$ cat src/rtl/uart_rx.sv
// UART receiver: start/data/stop deframing with a single mid-bit sample per bit.
// Reports each completed frame with a one-cycle done tick and a framing-error flag.
module uart_rx #(
    parameter int p_clkfreq  = 100_000_000,
    parameter int p_baudrate = 10_000_000,
    parameter int p_stopbit  = 2,
    parameter int p_databits = 10
) (
    input  logic                  clk,
    input  logic                  rst_n_i,
    input  logic                  rx_i,
    output logic [p_databits-1:0] dout_o,
    output logic                  rx_done_tick_o,
    output logic                  frame_err_o,
    output logic                  rx_busy_o
);

    localparam int C_BT   = p_clkfreq / p_baudrate;
    localparam int CW     = $clog2(C_BT + 1);
    localparam int IMAX   = (p_databits > p_stopbit) ? p_databits : p_stopbit;
    localparam int IW     = $clog2(IMAX + 1);

    localparam logic [CW-1:0] CNT_FULL   = CW'(C_BT - 1);
    localparam logic [CW-1:0] CNT_HALF   = CW'(C_BT / 2 - 1);
    localparam logic [IW-1:0] IDX_LAST_D = IW'(p_databits - 1);
    localparam logic [IW-1:0] IDX_LAST_S = IW'(p_stopbit - 1);

    typedef enum logic [1:0] {
        S_IDLE,
        S_START,
        S_DATA,
        S_STOP
    } state_t;

    state_t                  state;
    logic                    rx_meta;
    logic                    rx_s;
    logic                    rx_s_d;
    logic [CW-1:0]           cnt;
    logic [IW-1:0]           idx;
    logic [p_databits-1:0]   shreg;
    logic                    err;

    // Two-flop synchronizer plus one delay stage for falling-edge detection.
    // All three reset to the idle (high) line level so reset release never looks like a start edge.
    always_ff @(posedge clk or negedge rst_n_i) begin
        if (!rst_n_i) begin
            rx_meta <= 1'b1;
            rx_s    <= 1'b1;
            rx_s_d  <= 1'b1;
        end else begin
            rx_meta <= rx_i;
            rx_s    <= rx_meta;
            rx_s_d  <= rx_s;
        end
    end

    always_ff @(posedge clk or negedge rst_n_i) begin
        if (!rst_n_i) begin
            state          <= S_IDLE;
            cnt            <= '0;
            idx            <= '0;
            shreg          <= '0;
            err            <= 1'b0;
            dout_o         <= '0;
            rx_done_tick_o <= 1'b0;
            frame_err_o    <= 1'b0;
            rx_busy_o      <= 1'b0;
        end else begin
            rx_done_tick_o <= 1'b0;
            case (state)
                S_IDLE: begin
                    // Edge-triggered so a held-low (break) line cannot restart a frame.
                    if (!rx_s && rx_s_d) begin
                        state     <= S_START;
                        cnt       <= '0;
                        rx_busy_o <= 1'b1;
                    end
                end

                S_START: begin
                    if (cnt == CNT_HALF) begin
                        if (!rx_s) begin
                            state <= S_DATA;
                            cnt   <= '0;
                            idx   <= '0;
                        end else begin
                            state     <= S_IDLE;
                            rx_busy_o <= 1'b0;
                        end
                    end else begin
                        cnt <= cnt + 1'b1;
                    end
                end

                S_DATA: begin
                    if (cnt == CNT_FULL) begin
                        cnt   <= '0;
                        shreg <= {rx_s, shreg[p_databits-1:1]};
                        if (idx == IDX_LAST_D) begin
                            state <= S_STOP;
                            idx   <= '0;
                            err   <= 1'b0;
                        end else begin
                            idx <= idx + 1'b1;
                        end
                    end else begin
                        cnt <= cnt + 1'b1;
                    end
                end

                S_STOP: begin
                    if (cnt == CNT_FULL) begin
                        cnt <= '0;
                        // Accept mid last stop bit so an immediately following start edge is seen.
                        if (idx == IDX_LAST_S) begin
                            dout_o         <= shreg;
                            frame_err_o    <= err | ~rx_s;
                            rx_done_tick_o <= 1'b1;
                            rx_busy_o      <= 1'b0;
                            idx            <= '0;
                            state          <= S_IDLE;
                        end else begin
                            err <= err | ~rx_s;
                            idx <= idx + 1'b1;
                        end
                    end else begin
                        cnt <= cnt + 1'b1;
                    end
                end

                default: begin
                    state     <= S_IDLE;
                    rx_busy_o <= 1'b0;
                end
            endcase
        end
    end

endmodule

$ cat config.mk
export PLATFORM = sky130hd
export DESIGN_NAME = uart_rx
export DESIGN_NICKNAME = d
export VERILOG_FILES = /design/src/rtl/uart_rx.sv
export SDC_FILE = /design/constraint.sdc
export NUM_CORES = 1
export LEC_CHECK = 0
export BUFFER_PORTS_ARGS = -buffer_cell sky130_fd_sc_hd__buf_2
export CORE_ASPECT_RATIO = 0.5
export CORE_MARGIN = 3
export CORE_UTILIZATION = 47
export CTS_CLUSTER_DIAMETER = 150
export DETAILED_ROUTE_END_ITERATION = 7
export PLACE_DENSITY = 0.66
export SETUP_SLACK_MARGIN = 0.1
export SLEW_MARGIN = 10
export SYNTH_ARGS = -nofsm -noshare
export SYNTH_HDL_FRONTEND = slang
export SYNTH_SLANG_ARGS = --single-unit
$ cat constraint.sdc
create_clock -name clk -period 2 [get_ports clk]
set_input_delay 0.4 -clock clk [delete_from_list [all_inputs] [get_ports clk]]
set_output_delay 0.4 -clock clk [all_outputs]
set_load 0.01 [all_outputs]
==> results.md <==
- CTS sink count: 37
- Final hold vios: 0
- Worst path required time: about 2.2 ns
- Total gr overflow: 0
- CP cell instances: inv_1 > ha_1 > and4b_1 > nand3_4 > mux2_4
- Total wire length: about 2800 µm
- Cts bufs inserted: 5
- PwrDens: 1110 mW/mm²
- Clk pwr share: 0.254
- Post-synth top cells: dfrtp_1 (34), mux2_2 (14), nor2_1 (10)
- Worst Path Buf+Inv: 1
- Reg power frac: 0.492
- Critical Path Max Stage Delay: ~0.42 ns
- Largest net degree at the start of global routing: 38
- WL/cell: ~14 µm
- Clk buf depth: 2
- Worst-path clk slew: 0.08 ns
- Ports: 16
- NumNets Final: approximately 160
- Drt pass-1 iters: 4
- Worst-Skew Late Latency: around 0.3 ns
- Worst min path class: in2async
- Main synth FF type: dfrtp_1
- Mapped Avg Cell Area: between 10 and 15 µm²
- Chip height: approximately 48 µm
- Max Cap Violations: 0
- Initial Utilization: 0.526
- Number of cell rows: 14
- Register area share after synthesis: 0.548
- CTS Hold Bufs: 0
- DRT antenna net count: 0
- Die area: around 0.0044 mm²
- Post-CTS Setup Repair Bufs: 0
- Outcome: finished clean
- Synth top area cells: dfrtp_1 (50%), mux2_2 (9.3%), mux2_4 (6.2%)
- Total Routing Usage GR: 0.145
- Syn nets: 136
- Max Fclk: 596 MHz
- Sw Ratio: 0.341
- Most common cell in the synthesized netlist: dfrtp_1
- Final setup fails: 0
- Final period utilization: 0.838
- Worst vdd ir: 0.465 mV
- Dpl hpwl: between 1500 and 2000 µm
- Fin Setup TNS: 0 ns
- Area Overhead vs Synth: 12.8%
- Leak: between 0.0009 and 0.001 µW
- Layout cell share with drive strength beyond 1: 0.377
- DR DRC count: 0
- CP arrival: about 1.9 ns
- Top-area cell type share of the netlist area: 0.502
- Sw power: slightly above 700 µW
- CTS root buf: clkbuf_8
- Syn Inst Count: between 100 and 150
- Slew at the pin with the worst max-slew slack: 0.456 ns
- Distinct cells, synth: 35
- CP Class: reg2reg
- Slowest CP cell: dfrtp_1
- First-pass GRT wire length: just over 5000 µm
- Via-to-Cell Ratio: slightly above 5
- Diode count: 0
- FF+latch count, synth: 37
- RSZ-0062 raised after global routing: false
- Startpoint types: register
- Iteration-0 DRC Markers: 67
- Gr busiest metal: met1
- Initial antenna violation count: 0
- Synth area leader: dfrtp_1
- Period minus WS final: 1.68 ns
- Vias: between 1000 and 1500
- Synth Warn #: 0
- Logic pwr share: 0.255
- Synth Cell Area: approximately 0.0017 mm²
- Grt met2 use: 0.201
- Die width: 90.9 µm
- M1 GR Usage: 0.211
- Final instance area: around 0.0019 mm²
- Met3 Use GR: 0.0464
- CTS resizes: 0
- Final Power: about 2100 µW
- Vias in the first global route: just over 1000
- Final GP Congestion: between 0.7 and 0.8
- CTS tree: built
- Core area: between 0.003 and 0.004 mm²
- Max-slew violations: 0
- Critical path capture point type: register
- Internal cell power: between 1000 and 1500 µW
- EDFF count, synth: 0
- Port bufs: 15
- Clk_skew: 0.00816 ns
- Delay-heaviest family, CP: simple AND/OR/NAND/NOR gates
- Rel. slew slack: 0.696
- CTS HTree Levels: 2
- Highest net fanout along the worst path: 13
- FFs w/ async S/R, synth: 1.00
- Area after DPL: approximately 0.0018 mm²
==> metrics by stage <==
stage | std cells | utilization | hold slack [ns] | worst slack, ns
2_1_floorplan | 128 | - | 0.104 | 0.417
3_3_place_gp | 191 | 0.566 | 0.345 | 0.332
3_5_place_dp | 191 | 0.566 | 0.353 | 0.334
4_1_cts | 199 | 0.594 | 0.151 | 0.297
5_1_grt | 199 | 0.594 | 0.162 | 0.195
6_report | 199 | 0.594 | 0.134 | 0.323
==> state kept, by name, summed over array words and instances, names as in the netlist, named ones only <==
signal          flops
shreg              10
idx                 4
rx_s                1
dout_o             10
rx_s_d              1
rx_busy_o           1
state               1
cnt                 4
err                 1
frame_err_o         1
rx_done_tick_o      1
rx_meta             1
==> placed cells by master (no fill, tap or decap) <==
cell type   count
o21a_1          1
nor3b_1         1
nand4b_2        1
and4b_1         1
nor3b_2         1
nor4b_1         2
a21oi_1         3
clkbuf_8        5
clkinvlp_4      1
dfstp_2         3
o32ai_1         2
clkinv_2        1
nand3_1         2
a32o_1          1
nand3b_1        1
xnor2_1         1
a31o_2          1
nand2_1         4
a21o_1          3
dfrtp_1        34
nor2_4          1
buf_2          15
a31oi_1         2
a211o_1         2
buf_4           4
a22oi_1         1
nand4b_1        2
o21ai_0         2
ha_1            5
mux2_2         14
nor2_1         10
and3b_1         1
inv_6           1
a22o_1          1
inv_1           8
nand3_4         1
nor3b_4         1
nor3_1          4
mux2_4          7
==> routing by layer <==
layer  wire length (µm)  up-vias
met5                  0        -
met4                 30        0
met3                110        4
met2               1200       14
met1               1490      511
li1                   -      501
==> kinds of logic (layout without fill, tap and decap cells) <==
group | Yosys count | count (layout) | share of synthesized area
flops | 37 | 37 | 0.548
mux | 21 | 21 | 0.155
buf+inv | 12 | 35 | 0.0398
fa+ha+maj | 5 | 5 | 0.0369
xor+xnor | 1 | 1 | 0.00517
compound gates | 19 | 19 | 0.0812
simple gates | 33 | 33 | 0.134
==> final timing paths <==
path                            slack (ns)               endpoint               start  cells past startpoint
max in group asynchronous             1.52         rx_s$_DFF_PN1_             rst_n_i                      2
worst min-delay path                  0.13   shreg[5]$_DFFE_PN0P_             rst_n_i                      2
worst max-delay path                  0.32  dout_o[0]$_DFFE_PN0P_  cnt[1]$_DFFE_PN0P_                      5
worst min register to register        0.37         rx_s$_DFF_PN1_   rx_meta$_DFF_PN1_                      0
worst max register to register        0.32  dout_o[0]$_DFFE_PN0P_  cnt[1]$_DFFE_PN0P_                      5
min in group clk                      0.20      rx_meta$_DFF_PN1_                rx_i                      1
==> layout make-up <==
cell class	instances	area, µm²
Fill cell	264	1310
Sequential cell	37	930
Inverter	8	30.0
Multi-Input combinational cell	79	698
Tap cell	48	60.1
Clock inverter	3	21.3
Clock buffer	5	68.8
Timing Repair Buffer	19	105
==> power groups by stage <==
stage                     Sequential [µW]  Clock (µW)  Combinational [µW]
after CTS                            1040         543                 548
final                                1050         539                 541
after floorplan                       999           0                 460
after global routing                 1080         588                 610
after global placement               1050           0                 526
after detailed placement             1060           0                 538
Note: power is estimated with default switching activity, not from simulation.
